### src/rtl/alu_nibble_seq.sv
// alu_nibble_seq: walks a W-bit operation through an external combinational
// 4-bit adder/logic unit, one nibble per clock, least significant nibble first.
// The carry is chained between nibbles, and the result and C/Z flags are
// returned over a valid/ready handshake.
module alu_nibble_seq #(
  parameter int NIBBLES = 4,
  localparam int W = 4 * NIBBLES
) (
  input  logic         clk,
  input  logic         reset_n,
  input  logic         in_valid,
  output logic         in_ready,
  input  logic [W-1:0] op_a,
  input  logic [W-1:0] op_b,
  input  logic [2:0]   op_code,
  output logic [3:0]   alu_op1,
  output logic [3:0]   alu_op2,
  output logic         alu_cin,
  output logic [1:0]   alu_s,
  output logic         alu_l,
  input  logic [3:0]   alu_out,
  input  logic         alu_cout,
  output logic         res_valid,
  input  logic         res_ready,
  output logic [W-1:0] result,
  output logic         flag_c,
  output logic         flag_z
);

  typedef enum logic [1:0] {IDLE, RUN, DONE} state_t;

  localparam logic [2:0] OP_ADD = 3'b000;
  localparam logic [2:0] OP_ADC = 3'b001;
  localparam logic [2:0] OP_SUB = 3'b010;
  localparam logic [2:0] OP_RSV = 3'b011;
  localparam logic [2:0] LAST_IDX = 3'(NIBBLES - 1);

  state_t       state;
  logic [2:0]   idx;
  logic [W-1:0] a_q;
  logic [W-1:0] b_q;
  logic [2:0]   op_q;
  logic         carry;

  logic         rsv_op;
  logic         arith_op;
  logic         last_nib;
  logic [3:0]   a_nib;
  logic [3:0]   b_nib;
  logic [3:0]   wr_nib;
  logic [W-1:0] res_next;

  // Select nibble n of a word (n counts from the least significant nibble).
  function automatic logic [3:0] nib_sel(input logic [W-1:0] word, input logic [2:0] n);
    return 4'(word >> {n, 2'b00});
  endfunction

  assign in_ready  = (state == IDLE);
  assign res_valid = (state == DONE);

  assign rsv_op   = (op_q == OP_RSV);
  assign arith_op = !op_q[2] && !rsv_op;
  assign last_nib = (idx == LAST_IDX);
  assign a_nib    = nib_sel(a_q, idx);
  assign b_nib    = nib_sel(b_q, idx);
  // The reserved opcode leaves the unit idle and writes zero nibbles.
  assign wr_nib   = rsv_op ? 4'h0 : alu_out;

  // Drive the unit from the latched request; everything idles outside RUN.
  always_comb begin
    alu_op1 = 4'h0;
    alu_op2 = 4'h0;
    alu_cin = 1'b0;
    alu_s   = 2'b00;
    alu_l   = 1'b0;
    if (state == RUN && !rsv_op) begin
      alu_op1 = a_nib;
      alu_op2 = (op_q == OP_SUB) ? ~b_nib : b_nib;
      if (op_q[2]) begin
        alu_l = 1'b1;
        alu_s = op_q[1:0];
      end else begin
        alu_cin = carry;
      end
    end
  end

  // Result word with the current nibble merged in, so Z sees the final nibble.
  always_comb begin
    res_next = result;
    res_next[{idx, 2'b00} +: 4] = wr_nib;
  end

  // Sequencer FSM: accept, run one nibble per clock, hold result until taken.
  always_ff @(posedge clk or negedge reset_n) begin
    if (!reset_n) begin
      state  <= IDLE;
      idx    <= 3'd0;
      a_q    <= '0;
      b_q    <= '0;
      op_q   <= 3'd0;
      carry  <= 1'b0;
      result <= '0;
      flag_c <= 1'b0;
      flag_z <= 1'b0;
    end else begin
      case (state)
        IDLE: begin
          if (in_valid) begin
            a_q   <= op_a;
            b_q   <= op_b;
            op_q  <= op_code;
            idx   <= 3'd0;
            state <= RUN;
            case (op_code)
              OP_ADC:  carry <= flag_c;
              OP_SUB:  carry <= 1'b1;
              OP_ADD:  carry <= 1'b0;
              default: carry <= 1'b0;
            endcase
          end
        end
        RUN: begin
          result <= res_next;
          if (arith_op) carry <= alu_cout;
          if (last_nib) begin
            state  <= DONE;
            idx    <= 3'd0;
            flag_z <= (res_next == '0);
            if (arith_op) flag_c <= alu_cout;
          end else begin
            idx <= idx + 3'd1;
          end
        end
        DONE: begin
          if (res_ready) state <= IDLE;
        end
        default: state <= IDLE;
      endcase
    end
  end

endmodule

### config.mk
export PLATFORM = sky130hd
export DESIGN_NAME = alu_nibble_seq
export DESIGN_NICKNAME = d
export VERILOG_FILES = /design/src/rtl/alu_nibble_seq.sv
export SDC_FILE = /design/constraint.sdc
export NUM_CORES = 1
export LEC_CHECK = 0
export ABC_AREA = 0
export BUFFER_PORTS_ARGS = -buffer_cell sky130_fd_sc_hd__buf_4
export CAP_MARGIN = 25
export CORE_MARGIN = 5
export CORE_UTILIZATION = 55
export DETAILED_ROUTE_END_ITERATION = 6
export PLACE_DENSITY_LB_ADDON = 0.12
export SETUP_SLACK_MARGIN = 0.1
export SYNTH_ARGS = -nofsm -noshare
export SYNTH_HDL_FRONTEND = slang
export SYNTH_SLANG_ARGS = --single-unit
### constraint.sdc
create_clock -name clk -period 3.9 [get_ports clk]
set_input_delay 0.585 -clock clk [delete_from_list [all_inputs] [get_ports clk]]
set_output_delay 0.585 -clock clk [all_outputs]
set_load 0.05 [all_outputs]
# Word-level counts from Yosys, hierarchy flattened
# Cells that the tools add are included.
[word_totals]
inputBits = 44
out_inout_bits = 32
wordCells = 62
ff_bits = 59
[op_classes]
add_sub_neg = 2
mux = 22
n_reduce_logical = 13
n_eq_ne = 11
n_shift = 4
bitwise = 1
[op_table]
columns = ["operator", "n"]
rows = [
  ["right shift 16 x 5 -> 4 bit", 2],
  ["bitwise mux 16 bit", 1],
  ["zero test 16 bit", 1],
  ["two-way mux 4 bit", 4],
  ["variable shift 4 x 7 -> 16 bit, first input constant", 1],
  ["variable part select 4 x 7 -> 16 bit", 1],
  ["equality test 3 x 2 -> 1 bit, second input constant", 4],
  ["two-way mux 2 bit", 5],
  ["AND reduction 3 bit", 3],
  ["negator 5 -> 7 bit", 1],
  ["two-way mux 1 bit", 6],
  ["two-way mux 3 bit", 2],
  ["inequality test 2 bit, second input constant", 3],
  ["one-hot mux 2 bit (3 select lines)", 1],
  ["one-hot mux 3 bit (2 select lines)", 1],
  ["AND reduction 2 bit", 3],
  ["NOT 4 bit", 1],
  ["one-hot mux 1 bit (2 select lines)", 2],
  ["adder 3 x 1 -> 3 bit, second input constant", 1],
  ["equality test 3 x 1 -> 1 bit, second input constant", 1],
  ["equality test 2 x 1 -> 1 bit, second input constant", 1],
  ["equality test 2 bit, second input constant", 1],
  ["logical AND 1 bit", 2],
  ["zero test 1 bit", 2],
  ["3 further kinds", 3],
]

# Depth between registers and ports, before layout
[depth]
ltp_word = 5
depth_mapped = 10

# Least setup slack after synthesis
# OpenSTA, ideal clock, no wires.
[synth_path]
path_type = "reg2out"
from = "reg idx[0]"
to = "out alu_op2[1]"
required_ps = 3315
setup_slack_ps = 1317
path_stages_with_launch = 6
arrival_time_ps = 1998
cell_sequence = "dfrtp_1 > buf_6 > mux4_2 > nand2_1 > mux2i_1 > nor2_1"
[synth_via]
elab_chain_len = 4
[synth_lines]
columns = ["item", "line", "rtl"]
rows = [
  ["from (decl)", "39", "logic [2:0] idx;"],
  ["from (signal assigned)", "132", "idx <= idx + 3'd1;"],
  ["right shift 16 x 5 -> 4 bit *", "55", "return 4'(word >> {n, 2'b00});"],
  ["NOT 4 bit", "78", "alu_op2 = (op_q == OP_SUB) ? ~b_nib : b_nib;"],
  ["two-way mux 4 bit *", "78", ""],
  ["two-way mux 4 bit *", "76", "if (state == RUN && !rsv_op) begin"],
  ["to (decl)", "17", "output logic [3:0] alu_op2,"],
]
# Mark *: on every way between the ends. The rest lies on a longest branch, timed or not.

# Worst setup path after layout
[layout_path]
from = "reg idx[0]"
to = "out alu_op2[3]"
# The elaborated chain is that of the path after synthesis.

==> flow_summary.yaml <==
run_status:
  status: "finished clean"
clock_network:
  cts_hold_buf: 0
  clk_latency_ns: 0.34
  clk_pin_slew_worst_paths_ns: 0.07
  h-tree-depth: 3
  post_cts_buffers: 0
  clock_sinks: 59
  cts-root-buf: "clkbuf_8"
  ctsResizeCount: 0
  numCtsBuffers: 9
  cts_tree: "done"
  clockBufferDepth: 2
drt:
  viasPerCell: 5.51
  routed_wl_um: 6380
  via_count: 2199
  first_iter_violations: 128
  first_pass_iters: 4
  wl_per_cell_um: 16.0
  postRouteAntennaNets: 0
  remaining_drc_errors: 0
synthesis:
  synth.ff_latch_count: 59
  avgSynthCellArea_um2: 12.0
  synth_seq_area_share_pct: 50.1
  async_reset_ff_share_pct: 100
  synth_edf_count: 0
  synth_area_um2: 2940
  syn_nets: 296
  synthFlopType: "dfrtp_1"
  synth_cell_types: 40
  synth_warnings: 0
  synthCells: 246
critical_path:
  r2r_end: "flag_z$_DFFE_PN0P_"
  crit_slowest_cell: "dfrtp_1"
  end_kind: "output port"
  worstSetupEndpoint: "alu_op2[3]"
  rr_worst_depth: 8
  cp.arrival_ns: 2.35
  required_ns: 3.31
  path_cells: "mux4_1, nand2_1, mux2i_1, nor2_1, buf_4"
  crit_start: "idx[0]$_DFFE_PN0P_"
  slowest_delay_ns: 0.85
  crit_fanout: 17
  rrSetupSlack_ns: 1.15
  r2r-start: "idx[0]$_DFFE_PN0P_"
  setup.worst_path.start_class: "register"
  path_class: "register to output port"
timing:
  hold_violations: 0
  finalMaxSlewViolations: 0
  grt_setup_unrepaired: "no"
  fin_crit_ns: 2.94
  max-slew-margin-rel_pct: 43.8
  finClkSkew_ns: 0.00784
  setup_viol_count_final: 0
  fmax_ghz: 0.341
  finalCritPeriodShare_pct: 75.3
  final.setup.tns_ns: 0
  tightest_slew_ns: 0.844
placed_design:
  portBuffers: 75
  gp_congestion: 0.836
  dp_hpwl_um: 4760
  placed_cell_area_um2: 3550
power_and_ir_drop:
  swShare_pct: 45.2
  power_frac_seq_pct: 31.1
  p_int_mw: 2.05
  netSwitchingPower_mw: 1.69
  peakVddDrop_mv: 0.667
  leakagePower_nw: 1.74
  power_frac_clock_pct: 14.5
  combPwrFrac_pct: 54.4
  p_per_area_nw_per_um2: 997
global_route:
  grt_pass1_vias: 2203
  grt_pass1_wl_um: 10800
  track_usage_pct: 19.5
  grt_overflow_total: 0
  grt_max_degree: 60
  antenna_found_initial: 0
floorplanning:
  num_io_pins: 76
  core_area_um2: 5140
  rows: 26
  die_y_um: 83.2
  initial_utilization_pct: 57.3
  die_area_um2: 6920
  dieWidth_um: 83.2
layout:
  final_common_cell: "buf_4"
  area_growth_pct: 27.3
  fillerInstances: 403
  final_core_util_pct: 72.9
  final_nets: 374
  final_area_um2: 3750
  drive_gt1_share_pct: 44.1
  diodes: 0
  layout_common_cells: "buf_4, dfrtp_1, mux2_2"
flow_run:
  cap_violations: 0
worst_hold_path:
  hold_class: "primary input to async pin"
-- cell usage after synthesis, drive strengths merged (2+ instances only) --
cell type  count  area, um^2
mux4           8         184
nor3           4        20.0
nand2         33         124
buf            7        41.3
ha             6        75.1
and3           3        18.8
a211oi         2        15.0
or2            2        12.5
o21ai         11        55.1
o31ai          9        67.6
o2111ai        2        17.5
mux2          37         417
clkbuf         2        7.51
nor2          15        56.3
nor2b          7        43.8
inv            4        15.0
mux2i          6        60.1
nand3          5        25.0
nand2b         5        31.3
and2           4        27.5
dfrtp         59        1480
-- cell type report --
class / instances / area (um^2) / share of cell area (%)
Clock buffer: 11 / 141 / 3.77
Clock inverter: 5 / 52.6 / 1.40
Tap cell: 70 / 87.6 / 2.34
Sequential cell: 59 / 1480 / 39.4
Multi-Input combinational cell: 174 / 1410 / 37.5
Timing Repair Buffer: 76 / 571 / 15.2
Inverter: 4 / 15.0 / 0.401
-- registers in the layout, summed over array words and instances, names as in the netlist --
signal  cells
carry       1
idx         3
result     16
b_q        16
flag_c      1
flag_z      1
state       2
op_q        3
a_q        16
-- worst max-delay path, delay by kind of cell, from the launching register on --
kind                   cells  cell delay (ns)
buffers and inverters      1             0.20
DFF                        1             0.85
muxes                      2             0.81
and+or+nand+nor            2             0.15
-- power groups by stage --
stage               clock network [mW]  logic, mW  registers, mW
floorplan                            0       1.33           1.33
global placement                     0       2.01           1.15
detailed placement                   0       2.04           1.18
CTS                              0.548       2.05           1.16
global route                     0.583       2.18           1.21
finish                           0.542       2.03           1.16
-- logic make-up (layout without fill, tap and decap cells) --
| logic type | Yosys count | after routing | synth area share [%] |
|---|---|---|---|
| adder cells (fa/ha/maj) | 6 | 6 | 2.55 |
| flip-flops | 59 | 59 | 50.1 |
| multiplexers | 51 | 51 | 22.4 |
| AO/OA/AOI/OAI | 35 | 35 | 8.71 |
| buffers and inverters | 13 | 96 | 2.17 |
| AND/OR/NAND/NOR | 82 | 82 | 14.0 |
-- per-stage QoR --
stage / setup slack (ns) / hold WS [ns] / cells / power [mW]
finish: 0.963 / 0.300 / 399 / 3.74
CTS: 0.939 / 0.331 / 399 / 3.76
floorplan: 1.32 / 0.289 / 246 / 2.66
global route: 0.792 / 0.376 / 399 / 3.97
detailed placement: 1.15 / 0.467 / 383 / 3.22
global placement: 1.26 / 0.457 / 383 / 3.16
-- worst min-delay path by stage --
stage,slack (ns),from,to,depth (start not counted)
final,0.30,reset_n,op_q[0]$_DFFE_PN0P_,1
after global routing,0.38,reset_n,op_q[1]$_DFFE_PN0P_,1
after floorplan,0.29,reset_n,a_q[0]$_DFFE_PN0P_,0
after CTS,0.33,reset_n,op_q[0]$_DFFE_PN0P_,1
after detailed placement,0.47,carry$_DFFE_PN0P_,carry$_DFFE_PN0P_,2
after global placement,0.46,carry$_DFFE_PN0P_,carry$_DFFE_PN0P_,2
-- metal layers --
| layer | GRT usage, % | routed length [um] | vias to the layer above |
|---|---|---|---|
| met1 | 25.7 | 2820 | 1057 |
| met3 | 4.85 | 446 | 14 |
| met5 | 0 | 0 | - |
| met4 | 9.81 | 127 | 0 |
| met2 | 29.9 | 2990 | 83 |
| li1 | - | - | 1045 |
(Power assumes the default switching activity.)
